### src/rtl/countdown4.sv
// Loadable down-counter with IDLE/RUN/DONE control and a one-cycle underflow pulse.
// Define COUNTDOWN4_AUTO_RELOAD_EN to reload on terminal count instead of stopping in DONE.
module countdown4 #(
   parameter int unsigned WIDTH = 4
) (
   input  logic             clk,
   input  logic             reset_n,
   input  logic             enable,
   input  logic             load,
   input  logic [WIDTH-1:0] load_value,
   output logic [WIDTH-1:0] count,
   output logic             zero,
   output logic             busy,
   output logic             done,
   output logic             underflow
);

   typedef enum logic [1:0] {StIdle, StRun, StDone} state_e;

   localparam logic [WIDTH-1:0] One = WIDTH'(1);

   state_e           state_q, state_d;
   logic [WIDTH-1:0] count_q, count_d;
   logic [WIDTH-1:0] reload_q, reload_d;
   logic             underflow_q, underflow_d;
   logic             terminal;

   always_comb begin
      state_d     = state_q;
      count_d     = count_q;
      reload_d    = reload_q;
      underflow_d = 1'b0;
      terminal    = (state_q == StRun) && enable && (count_q == One);
      if (load) begin
         count_d  = load_value;
         reload_d = load_value;
         state_d  = (load_value != '0) ? StRun : StIdle;
      end else if (terminal) begin
         underflow_d = 1'b1;
`ifdef COUNTDOWN4_AUTO_RELOAD_EN
         count_d = reload_q;
`else
         count_d = '0;
         state_d = StDone;
`endif
      end else if ((state_q == StRun) && enable && (count_q > One)) begin
         count_d = count_q - One;
      end
   end

   always_ff @(posedge clk or negedge reset_n) begin
      if (!reset_n) begin
         state_q     <= StIdle;
         count_q     <= '0;
         reload_q    <= '0;
         underflow_q <= 1'b0;
      end else begin
         state_q     <= state_d;
         count_q     <= count_d;
         reload_q    <= reload_d;
         underflow_q <= underflow_d;
      end
   end

   assign count     = count_q;
   assign zero      = (count_q == '0);
   assign busy      = (state_q == StRun);
   assign done      = (state_q == StDone);
   assign underflow = underflow_q;

endmodule

### config.mk
export PLATFORM = sky130hd
export DESIGN_NAME = countdown4
export DESIGN_NICKNAME = d
export VERILOG_FILES = /design/src/rtl/countdown4.sv
export SDC_FILE = /design/constraint.sdc
export NUM_CORES = 1
export LEC_CHECK = 0
export ABC_AREA = 1
export CAP_MARGIN = 20
export CORE_AREA = 2 2 39 41
export DETAILED_ROUTE_END_ITERATION = 8
export DIE_AREA = 0 0 41 43
export GPL_ROUTABILITY_DRIVEN = 0
export SETUP_SLACK_MARGIN = 0.15
export SLEW_MARGIN = 20
export SYNTH_ARGS = -nofsm -noshare
export SYNTH_HDL_FRONTEND = slang
export SYNTH_SLANG_ARGS = --single-unit
### constraint.sdc
create_clock -name clk -period 3.6 [get_ports clk]
set_clock_uncertainty 0.1 [all_clocks]
set_input_delay 0.72 -clock clk [delete_from_list [all_inputs] [get_ports clk]]
set_output_delay 0.72 -clock clk [all_outputs]
set_load 0.01 [all_outputs]
After elaboration in Yosys (flattened, before gate mapping)
Index checks and enable logic that the tools add are counted.
{"block": "totals", "ff_bits": 7, "latchBits": 0, "ramBits": 0, "mem_bits_ro": 0, "inputBits": 8, "out_inout_bits": 8, "mem_count": 0}
{"block": "classes", "addsub": 1, "mul": 0, "div_mod_pow": 0, "n_lt_le_gt_ge": 1, "n_eq_ne": 3, "shift": 0, "muxes": 8, "bitwise": 0, "n_reduce_logical": 7}
{"cell": "$mux W4", "count": 3}
{"cell": "$eq A4 B1 Y1 const B", "count": 1}
{"cell": "$gt A4 B1 Y1 const B", "count": 1}
{"cell": "$logic_not A4 Y1", "count": 1}
{"cell": "$mux W2", "count": 2}
{"cell": "$reduce_bool A4 Y1", "count": 1}
{"cell": "$sub A4 B1 Y4 const B", "count": 1}
{"cell": "$logic_and A1 B1 Y1", "count": 3}
{"cell": "$mux W1", "count": 3}
{"cell": "$reduce_bool A3 Y1", "count": 1}
{"cell": "$eq A2 B1 Y1 const B", "count": 1}
{"cell": "$eq A2 B2 Y1 const B", "count": 1}
{"cell": "$reduce_bool A2 Y1", "count": 1}

Logic depth before layout (Yosys ltp)
{"block": "logic_depth", "word_depth": 6, "ltp_mapped": 8, "depth_no_buf": 8}

Worst setup path before layout
Ideal clock, no wire load.
{"block": "synth_timing", "path_type": "reg-to-output", "startpoint": "register count_q[0], in the netlist count[0]", "endpoint": "output port zero", "arrival_ns": 1.055, "t_required_ns": 2.780, "path_slack_ns": 1.725, "stages_incl_launch_ff": 4, "path_buffers": 0, "path_cell_list": "dfrtp_1 -> inv_1 -> ha_1 -> nor3b_1"}
{"block": "synth_between", "elab_chain_len": 1}
{"item": "from (decl)", "line": "23", "source": "logic [WIDTH-1:0] count_q, count_d;"}
{"item": "from (signal assigned)", "line": "59", "source": "count_q <= count_d;"}
{"item": "$logic_not A4 Y1", "line": "66", "source": "assign zero = (count_q == '0);"}
{"item": "to (decl)", "line": "12", "source": "output logic zero,"}
Every way passes these cells.

Final worst setup path
Same ends and word-level chain as after synthesis.

==> summary.txt <==
Routing
  • WL per Instance: 10.4 µm
  • DR vias: 421
  • Detail Route met2 WL: 460 µm
  • ANT nets after route: 0
  • Initial DRC count: 6
  • WL met1: 460 µm
  • Routed met3 length: 23 µm
  • Drt drc: 0
  • Drt total wl: 944 µm
  • Highest metal used: met3
  • Detailed-router iteration count before antenna repair: 4
  • Vias/cell: 4.63

Worst setup path
  • R2R Path End: count[3]
  • CP arrival: 1.74 ns
  • CP max-delay cell: clkdlybuf4s50_1
  • Crit end category: output port
  • WP data required: 2.78 ns
  • Delay-heaviest family, CP: buffers and inverters
  • R2R Setup Slk: 2.19 ns
  • CP peak stage delay: 0.56 ns
  • CP cell instances: inv_1 > ha_1 > nor3b_1 > clkdlybuf4s50_1
  • Crit start category: flop
  • Worst path bufs/invs: 2
  • R2R cell count: 7
  • R2R Path Start: count[0]
  • Crit Path Max Fanout: 4
  • Setup Crit Path Kind: reg2out

GRT
  • Global route overflow: 0
  • First-pass GRT wire length: 1510 µm
  • GRT Resource Usage Total: 13.6%
  • Number of global-route vias before repair: 375
  • Initial antenna violation count: 0
  • Pin count of the biggest net entering global routing: 10

Timing
  • Final Hold Viols: 0
  • Final period util: 71.0%
  • Setup tns final: 0 ns
  • RSZ-0062 raised after global routing: no
  • Slew margin rel.: 74.5%
  • Final setup viols: 0
  • FMAX: 391 MHz
  • Period minus WS final: 2.56 ns
  • Pins Over Slew Limit: 0
  • Worst-Margin Slew: 0.382 ns

Clock network
  • Post-CTS sizing: 0
  • CTS Hold Bufs: 0
  • Root buffer cell: clkbuf_4
  • Total CTS buffers: 3
  • Clock transition at path regs: 0.05 ns
  • Post-CTS Setup Inserts: 0
  • H-tree depth: 1
  • # clock sinks: 7
  • Worst-Skew Late Latency: 0.25 ns
  • CTS Buffer Depth: 2
  • TritonCTS clock tree: yes

Finish
  • Antenna diode count: 0
  • Layout cells sized above 1: 18.7%
  • Fillers: 149
  • Area Overhead vs Synth: 41.7%
  • # nets final: 86
  • Most common cell after layout, fill and taps aside: clkdlybuf4s50_1
  • Most frequent cells in the layout: 15 x clkdlybuf4s50_1, 11 x nand2_1, 10 x nand3_1, 7 x dfrtp_1, 5 x inv_1

Yosys
  • Mean area per synthesized cell: 7.95 µm²
  • EDFF count, synth: 0
  • Post-synth ARST share: 100%
  • Post-Syn Area: 453 µm²
  • Ys flop type: dfrtp_1
  • Synth Register Bits: 7
  • Count of different cell masters after synthesis: 21
  • Seq/Total Area, Yosys: 38.7%
  • Post-Syn Nets: 67
  • Ys Warns: 0
  • Mapped Cells: 57

Placement
  • Port buffer count: 15
  • Detailed Place HPWL: 753 µm

Floorplan
  • Io pins: 16
  • Num rows: 14
  • Die width: 41 µm
  • Std-Cell Core Area: 1380 µm²
  • Die height: 43 µm
  • Initial Utilization: 32.7%
  • Total Die Area: 1760 µm²

Power
  • PD cells: 411 nW/µm²
  • P_leak: 0.291 nW
  • Max VDD drop: 0.000196 V
  • Power Total: 0.264 mW

Run status
  • Status: completed

Worst hold path
  • Hold Crit Class: reg2reg
  • Hold Crit Depth: 2
  • Worst min-delay path endpoint: state_q[1]
  • Hold Path Origin: state_q[1]

Flow run
  • Maxcap violations: 0
==> worst max path at each step <==
stage | cells past startpoint | to | slack [ns] | startpoint
finish | 4 | zero | 1.04 | count[0]
global route | 4 | zero | 0.96 | count[0]
CTS | 4 | zero | 1.03 | count[0]
detailed placement | 4 | zero | 1.32 | count[0]
global placement | 4 | zero | 1.35 | count[0]
floorplan | 3 | zero | 1.73 | count[0]
==> registers in the layout (all words and copies together) (netlist names) <==
signal     flops
underflow      1
state_q        2
count          4
==> layout make-up <==
type | count | area, µm² | area share, %
Clock buffer | 4 | 26.3 | 4.09
Inverter | 9 | 33.8 | 5.26
Multi-Input combinational cell | 40 | 236 | 36.8
Sequential cell | 7 | 175 | 27.3
Tap cell | 16 | 20.0 | 3.12
Timing Repair Buffer | 15 | 150 | 23.4
==> cell families (layout without fill, tap and decap cells) <==
family	count (synthesis)	in the layout	share of synthesized area (%)
and+or+nand+nor	33	33	38.7
buffers and inverters	10	28	9.12
DFF	7	7	38.7
AOI/OAI and AO/OA	4	4	6.08
adders and majority gates	2	2	5.52
xor gates and xnor gates	1	1	1.93
==> metal layers <==
layer / up-vias / track usage, %
met5: - / 0
met4: 0 / 12.0
met3: 0 / 4.71
met2: 7 / 17.8
met1: 194 / 16.7
li1: 220 / -
==> power breakdown <==
part	switching (mW)	internal (mW)
Combinational	0.0452	0.0467
Clock	0.0294	0.0423
Sequential	0.0118	0.0883
Total	0.0864	0.177
==> cells in the mapped netlist, types with 2 or more instances <==
cell type  number  area share (%)
inv_1           5             4.1
ha_1            2             5.5
dfrtp_1         7              39
inv_2           3             2.5
nand3_1        10              11
nor2_1          3             2.5
nor2_4          2             5.0
nand2_2         2             2.8
nand2_1        11             9.1
==> through the flow <==
step	hold slack [ns]	utilization (%)	setup WS (ns)	instances	area [µm²]
CTS	0.457	46.4	1.03	91	642
detailed placement	0.447	44.5	1.32	87	616
global placement	0.427	44.5	1.35	87	616
global route	0.467	46.4	0.961	91	642
finish	0.458	46.4	1.04	91	642
floorplan	0.324	-	1.73	57	453
==> worst register-to-register path, cell delays in order (launching register included) <==
cell	delay, ns
dfrtp_1	0.41
inv_1	0.12
ha_1	0.21
nand3_1	0.11
nand2_2	0.12
inv_2	0.06
nand3_1	0.08
nand3_1	0.08
No activity file was read; power rests on OpenSTA's default activity.
